## src/rtl/pc_unit.sv

```systemverilog
// Fetch-stage program counter: next-PC select with supervisor-bit protection,
// exception return-address capture and a circular return-address stack.
module pc_unit #(
  parameter int unsigned        ADDR_W    = 32,
  parameter int unsigned        RAS_DEPTH = 4,
  parameter logic [ADDR_W-1:0]  RST_ADDR  = '0
) (
  input  logic              clk,
  input  logic              RESET_N,
  input  logic              STALL,
  input  logic [2:0]        PCSEL,
  input  logic [ADDR_W-1:0] XAddr,
  input  logic [ADDR_W-1:0] IllOpAddr,
  input  logic [ADDR_W-1:0] JT,
  input  logic [ADDR_W-1:0] ShftSextC,
  input  logic              RAS_PUSH,
  input  logic              RAS_POP,
  output logic [ADDR_W-1:0] pc_o,
  output logic [ADDR_W-1:0] PcIncr,
  output logic [ADDR_W-1:0] branchOffset,
  output logic [ADDR_W-1:0] xp_o,
  output logic [ADDR_W-1:0] ras_top,
  output logic              ras_valid,
  output logic              ras_ovf
);

  localparam int unsigned PTR_W = (RAS_DEPTH > 1) ? $clog2(RAS_DEPTH) : 1;
  localparam int unsigned CNT_W = PTR_W + 1;
  localparam int unsigned MSB   = ADDR_W - 1;

  localparam logic [CNT_W-1:0]  CNT_FULL = CNT_W'(RAS_DEPTH);
  localparam logic [ADDR_W-1:0] S_MASK   = {1'b1, {(ADDR_W-1){1'b0}}};

  localparam logic [2:0] SEL_INCR = 3'b000;
  localparam logic [2:0] SEL_BR   = 3'b001;
  localparam logic [2:0] SEL_JMP  = 3'b010;
  localparam logic [2:0] SEL_ILL  = 3'b011;
  localparam logic [2:0] SEL_XCPT = 3'b100;
  localparam logic [2:0] SEL_RET  = 3'b101;

  logic [ADDR_W-1:0] pc_q, pc_d;
  logic [ADDR_W-1:0] xp_q, xp_d;
  logic [ADDR_W-1:0] top_q, top_d;
  logic              valid_q, valid_d;
  logic              ovf_q, ovf_d;
  logic [PTR_W-1:0]  wr_ptr_q, wr_ptr_d;
  logic [CNT_W-1:0]  cnt_q, cnt_d;

  logic [ADDR_W-1:0] ras_mem [RAS_DEPTH];
  logic              mem_we;
  logic [PTR_W-1:0]  mem_waddr;
  logic              pop_req;
  logic              ras_nonempty;
  logic [PTR_W-1:0]  top_ptr;
  logic [PTR_W-1:0]  below_ptr;
  logic              s_bit;

  assign PcIncr       = pc_q + ADDR_W'(4);
  assign branchOffset = PcIncr + ShftSextC;
  assign s_bit        = pc_q[MSB];
  assign ras_nonempty = (cnt_q != '0);
  assign top_ptr      = wr_ptr_q - PTR_W'(1);
  assign below_ptr    = wr_ptr_q - PTR_W'(2);

  assign pc_o      = pc_q;
  assign xp_o      = xp_q;
  assign ras_top   = top_q;
  assign ras_valid = valid_q;
  assign ras_ovf   = ovf_q;

  // Next-PC selection and RAS bookkeeping; a stall leaves every default in place.
  always_comb begin
    pc_d      = pc_q;
    xp_d      = xp_q;
    top_d     = top_q;
    valid_d   = valid_q;
    ovf_d     = ovf_q;
    wr_ptr_d  = wr_ptr_q;
    cnt_d     = cnt_q;
    mem_we    = 1'b0;
    mem_waddr = wr_ptr_q;
    pop_req   = 1'b0;

    if (!STALL) begin
      case (PCSEL)
        SEL_INCR: pc_d = {s_bit, PcIncr[MSB-1:0]};
        SEL_BR:   pc_d = {s_bit, branchOffset[MSB-1:0]};
        SEL_JMP:  pc_d = {s_bit & JT[MSB], JT[MSB-1:0]};
        SEL_ILL: begin
          pc_d = IllOpAddr | S_MASK;
          xp_d = PcIncr;
        end
        SEL_XCPT: begin
          pc_d = XAddr | S_MASK;
          xp_d = PcIncr;
        end
        SEL_RET: begin
          // A return with nothing on the stack is treated as an illegal op.
          if (ras_nonempty) begin
            pc_d = {s_bit & top_q[MSB], top_q[MSB-1:0]};
          end else begin
            pc_d = IllOpAddr | S_MASK;
            xp_d = PcIncr;
          end
        end
        default:  pc_d = RST_ADDR;
      endcase

      pop_req = RAS_POP | ((PCSEL == SEL_RET) & ras_nonempty);

      if (RAS_PUSH && pop_req && ras_nonempty) begin
        mem_we    = 1'b1;
        mem_waddr = top_ptr;
        top_d     = PcIncr;
      end else if (RAS_PUSH) begin
        // When full, the write slot is the oldest entry, so it is overwritten.
        mem_we   = 1'b1;
        wr_ptr_d = wr_ptr_q + PTR_W'(1);
        top_d    = PcIncr;
        valid_d  = 1'b1;
        if (cnt_q == CNT_FULL) begin
          ovf_d = 1'b1;
        end else begin
          cnt_d = cnt_q + CNT_W'(1);
        end
      end else if (pop_req && ras_nonempty) begin
        wr_ptr_d = top_ptr;
        cnt_d    = cnt_q - CNT_W'(1);
        if (cnt_q > CNT_W'(1)) begin
          top_d = ras_mem[below_ptr];
        end else begin
          top_d   = '0;
          valid_d = 1'b0;
        end
      end
    end
  end

  always_ff @(posedge clk) begin
    if (!RESET_N) begin
      pc_q     <= RST_ADDR;
      xp_q     <= '0;
      top_q    <= '0;
      valid_q  <= 1'b0;
      ovf_q    <= 1'b0;
      wr_ptr_q <= '0;
      cnt_q    <= '0;
    end else begin
      pc_q     <= pc_d;
      xp_q     <= xp_d;
      top_q    <= top_d;
      valid_q  <= valid_d;
      ovf_q    <= ovf_d;
      wr_ptr_q <= wr_ptr_d;
      cnt_q    <= cnt_d;
    end
  end

  // Stack storage needs no reset; the count qualifies every entry.
  always_ff @(posedge clk) begin
    if (RESET_N && mem_we) begin
      ras_mem[mem_waddr] <= PcIncr;
    end
  end

endmodule
```

## config.mk

```make
export PLATFORM = sky130hd
export DESIGN_NAME = pc_unit
export DESIGN_NICKNAME = d
export VERILOG_FILES = /design/src/rtl/pc_unit.sv
export SDC_FILE = /design/constraint.sdc
export NUM_CORES = 1
export LEC_CHECK = 0
export ABC_CLOCK_PERIOD_IN_PS = 4950
export CAP_MARGIN = 15
export CORE_MARGIN = 2
export CORE_UTILIZATION = 50
export CTS_CLUSTER_DIAMETER = 60
export DETAILED_ROUTE_END_ITERATION = 10
export HOLD_SLACK_MARGIN = 0.08
export PLACE_DENSITY = 0.92
export RECOVER_POWER = 25
export SLEW_MARGIN = 10
export SYNTH_ARGS = -nofsm -noshare
export SYNTH_HDL_FRONTEND = slang
export SYNTH_SLANG_ARGS = --single-unit
```

## constraint.sdc

```tcl
create_clock -name clk -period 4.95 [get_ports clk]
set_clock_uncertainty 0.15 [all_clocks]
set_input_delay 0.495 -clock clk [delete_from_list [all_inputs] [get_ports clk]]
set_output_delay 0.495 -clock clk [all_outputs]
set_load 0.01 [all_outputs]
```

==> metrics <==
status complete, no violations; routed len/inst 25.3 microns; first-pass GRT wire length 67700 microns; CTS Buffer Depth 3; gr usage total 0.341; syn_area_per_cell 10.7 sq um; worst slew pin tran about 1.0 ns; post-synthesis cell type count 74; CTS tree done; CP Cell Sequence and4_2 > nand4_1 > or2_4 > inv_1 > nand2_1 > xnor2_2 > ha_1 > buf_4 > nand4_1 > or3_1 > o21ai_0 > nor3b_2 > xnor2_1 > clkdlybuf4s50_1; RR Startpoint pc_o[9]; PwrDens 326 nW/um^2; vias after detailed routing between 10000 and 15000; leakage power 6.51 nW; Max Cap Viol 0; clk_lat worst skew 0.54 ns; count of final hold-check violations 0; Main synth FF type edfxtp_1; Synthesized Nets between 1000 and 1500; DRC 0; clock-pin slew on the worst setup and hold paths about 0.06 ns; Tmin final 4.94 ns; die area approximately 26000 sq um; Crit path arrival time around 4.3 ns; Synth Instances 1140; initial antenna violation count 1; row count 57; Initial Util 0.507; TritonCTS Sinks 231; synth top area cells edfxtp_1, dfxtp_1, mux4_2; WHS Endpoint xp_o[0]; slowest stage cell, crit path clkdlybuf4s50_1; initial drt markers 1364; global route overflow 0; hold depth 2; R2R cell count 16; Worst slew margin 0.333; fill count 1645; CP Class reg -> out; placed cells around 1700; Largest stage delay, worst path 0.62 ns; vias per cell approximately 6.4; Final nets ~1600; synthesis warning total 0; critical path data required time 4.30 ns; cell taking the most area after synthesis edfxtp_1; core area about 24000 sq um; crit end category output pin; Hold-fix buffers, CTS 0; number of I/O pins about 300; Setup Viol. Count Final 0; DP HPWL roughly 31000 microns; IR drop worst, VDD 0.265 mV; FF-to-FF End pc_o[29]; Sequential Area 5920 sq um; most common cell type on the critical path nand4_1; EDFF count, synth around 130; TNS Setup 0 ns; CP startpoint kind register; worst hold path type reg -> reg; number of global-route vias before repair 11700; Die Width 161 microns; Die Span Y 161 microns; final count of pins violating max slew 0; reg2reg setup slack about 0.88 ns; post-synthesis register bit count 231; largest net degree at the start of global routing 97; area of the multi-input gates 6250 sq um; Synth Cell Area 12200 sq um; ANT nets after route 0; Worst Path Buf+Inv 3; number of I/O port buffers ~300; critical path peak fanout 5; drt total wl 45700 microns; FMAX between 200 and 250 MHz; drt pass-1 iters 7; post-route insts no fill 1810; Inserted Clock Buffers 26; area share of the largest cell type after synthesis 0.314; crit share post-route 0.998; Layout area overhead 39.1%; CP delay by family, top simple AND/OR/NAND/NOR gates; hold path start xp_o[0]; asr flop ratio synth 0; Root Buffer clkbuf_16; CTS H-tree depth 1; Final GP Congestion 0.941; Seq/Total Area, Yosys 0.482; CP Depth 14; layout cells sized above 1 0.149
==> metrics by stage <==
stage | util | power [W] | hold WS (ns) | cell area (sq um) | setup slack, ns
floorplan | - | 0.00294 | 0.338 | 12200 | 0.824
global placement | 0.656 | 0.00355 | 0.305 | 15900 | 0.173
detailed placement | 0.656 | 0.00358 | 0.310 | 15900 | 0.167
CTS | 0.700 | 0.00552 | 0.322 | 16900 | -0.0924
global route | 0.704 | 0.00570 | 0.345 | 17000 | -0.0433
finish | 0.704 | 0.00555 | 0.317 | 17000 | 0.0124
==> report_power, final <==
part           total, W  switching, W  internal [W]  leakage [nW]
sequential      0.00224      0.000106       0.00213          2.00
combinational   0.00135      0.000703      0.000652          4.10
clock           0.00195      0.000812       0.00114         0.419
==> worst reg2reg max path: cells and delay by family, from the launching register on <==
kind,cells,cell delay [ns]
buffers and inverters,2,0.30
xor gates and xnor gates,2,0.36
adders and majority gates,1,0.38
AOI/OAI and AO/OA,6,1.06
and+or+nand+nor,5,1.23
DFF,1,0.43
==> flip-flops by register name, indices dropped and copies added (netlist names) <==
| signal | cells |
|---|---|
| cnt_q | 3 |
| pc_o | 32 |
| ras_mem | 128 |
| ras_ovf | 1 |
| ras_top | 32 |
| ras_valid | 1 |
| wr_ptr_q | 2 |
| xp_o | 32 |
==> what timing repair did <==
item	CTS	global route
endpoints found under the setup margin	14	13
buffers inserted	12	2
pin swaps	8	10
resized for setup	36	30
==> routing by layer <==
metal,up-vias,share of wire,track usage
met4,0,0.045,0.160
li1,4971,-,-
met1,5618,0.36,0.422
met2,904,0.48,0.574
met3,148,0.12,0.0721
met5,-,0,0
==> Yosys cell counts (3+ instances only) <==
library cell	count
nor2b_1	15
a31oi_1	4
buf_2	6
a21boi_0	3
nor3_1	7
ha_1	42
o211a_1	25
dfxtp_1	103
o21a_1	5
inv_1	22
nand2_1	122
or3_1	3
xor2_1	20
o21bai_1	4
and4_1	3
and3_1	9
or2_2	3
a221oi_1	19
nor3b_1	44
a22oi_1	46
o21ai_1	4
a21o_1	15
a211oi_1	3
mux4_2	32
and2_1	14
a21oi_1	65
a221o_1	12
nor2_1	91
buf_1	3
nand4_1	16
nand2b_1	3
a222oi_1	22
xnor2_1	43
edfxtp_1	128
o21ai_0	39
nand3_1	35
clkbuf_1	62
==> how the worst max path moves through the flow <==
stage	end	slack, ns	startpoint
after CTS	branchOffset[27]	-0.09	pc_o[6]
after floorplan	branchOffset[27]	0.82	pc_o[2]
after global routing	branchOffset[20]	-0.04	pc_o[5]
after detailed placement	branchOffset[27]	0.17	pc_o[5]
after global placement	branchOffset[28]	0.17	ShftSextC[0]
final	branchOffset[19]	0.01	pc_o[9]
==> placed cells by master, fill, tap and decap left out, types with 7 or more instances in the layout <==
cell type and n:
a21oi_1 61, a21o_1 15, clkdlybuf4s50_1 282, dfxtp_1 95, xor2_1 17, ha_1 34
a221oi_1 19, dfxtp_2 8, o21ai_0 37, nor2_1 82, clkbuf_1 16, nand4_1 16
o211a_1 25, nor2b_1 14, inv_1 20, edfxtp_1 128, and2_1 13, nand3_1 33
clkbuf_16 27, a221o_1 12, a222oi_1 22, a22oi_1 46, buf_4 66, dlymetal6s2s_1 7
xnor2_1 37, nand2_1 121, mux4_2 32, and3_1 9, nor3b_1 41
==> layout make-up <==
type / count / share of cell area
Antenna cell: 1 / 0.000147
Clock buffer: 36 / 0.0428
Clock inverter: 12 / 0.00742
Inverter: 22 / 0.00485
Multi-Input combinational cell: 812 / 0.367
Sequential cell: 231 / 0.347
Tap cell: 324 / 0.0238
Timing Repair Buffer: 372 / 0.206
==> kinds of logic (layout without fill, tap and decap cells) <==
family	count (synthesis)	in the layout	synth area share
AND/OR/NAND/NOR	377	377	0.153
AO/OA/AOI/OAI	292	292	0.178
flip-flops	231	231	0.482
buffers and inverters	97	442	0.0322
XOR/XNOR	65	65	0.0486
adder cells (fa/ha/maj)	43	43	0.0445
multiplexers	35	35	0.0615
other	0	1	0
Power figures use the tool's default switching activity.
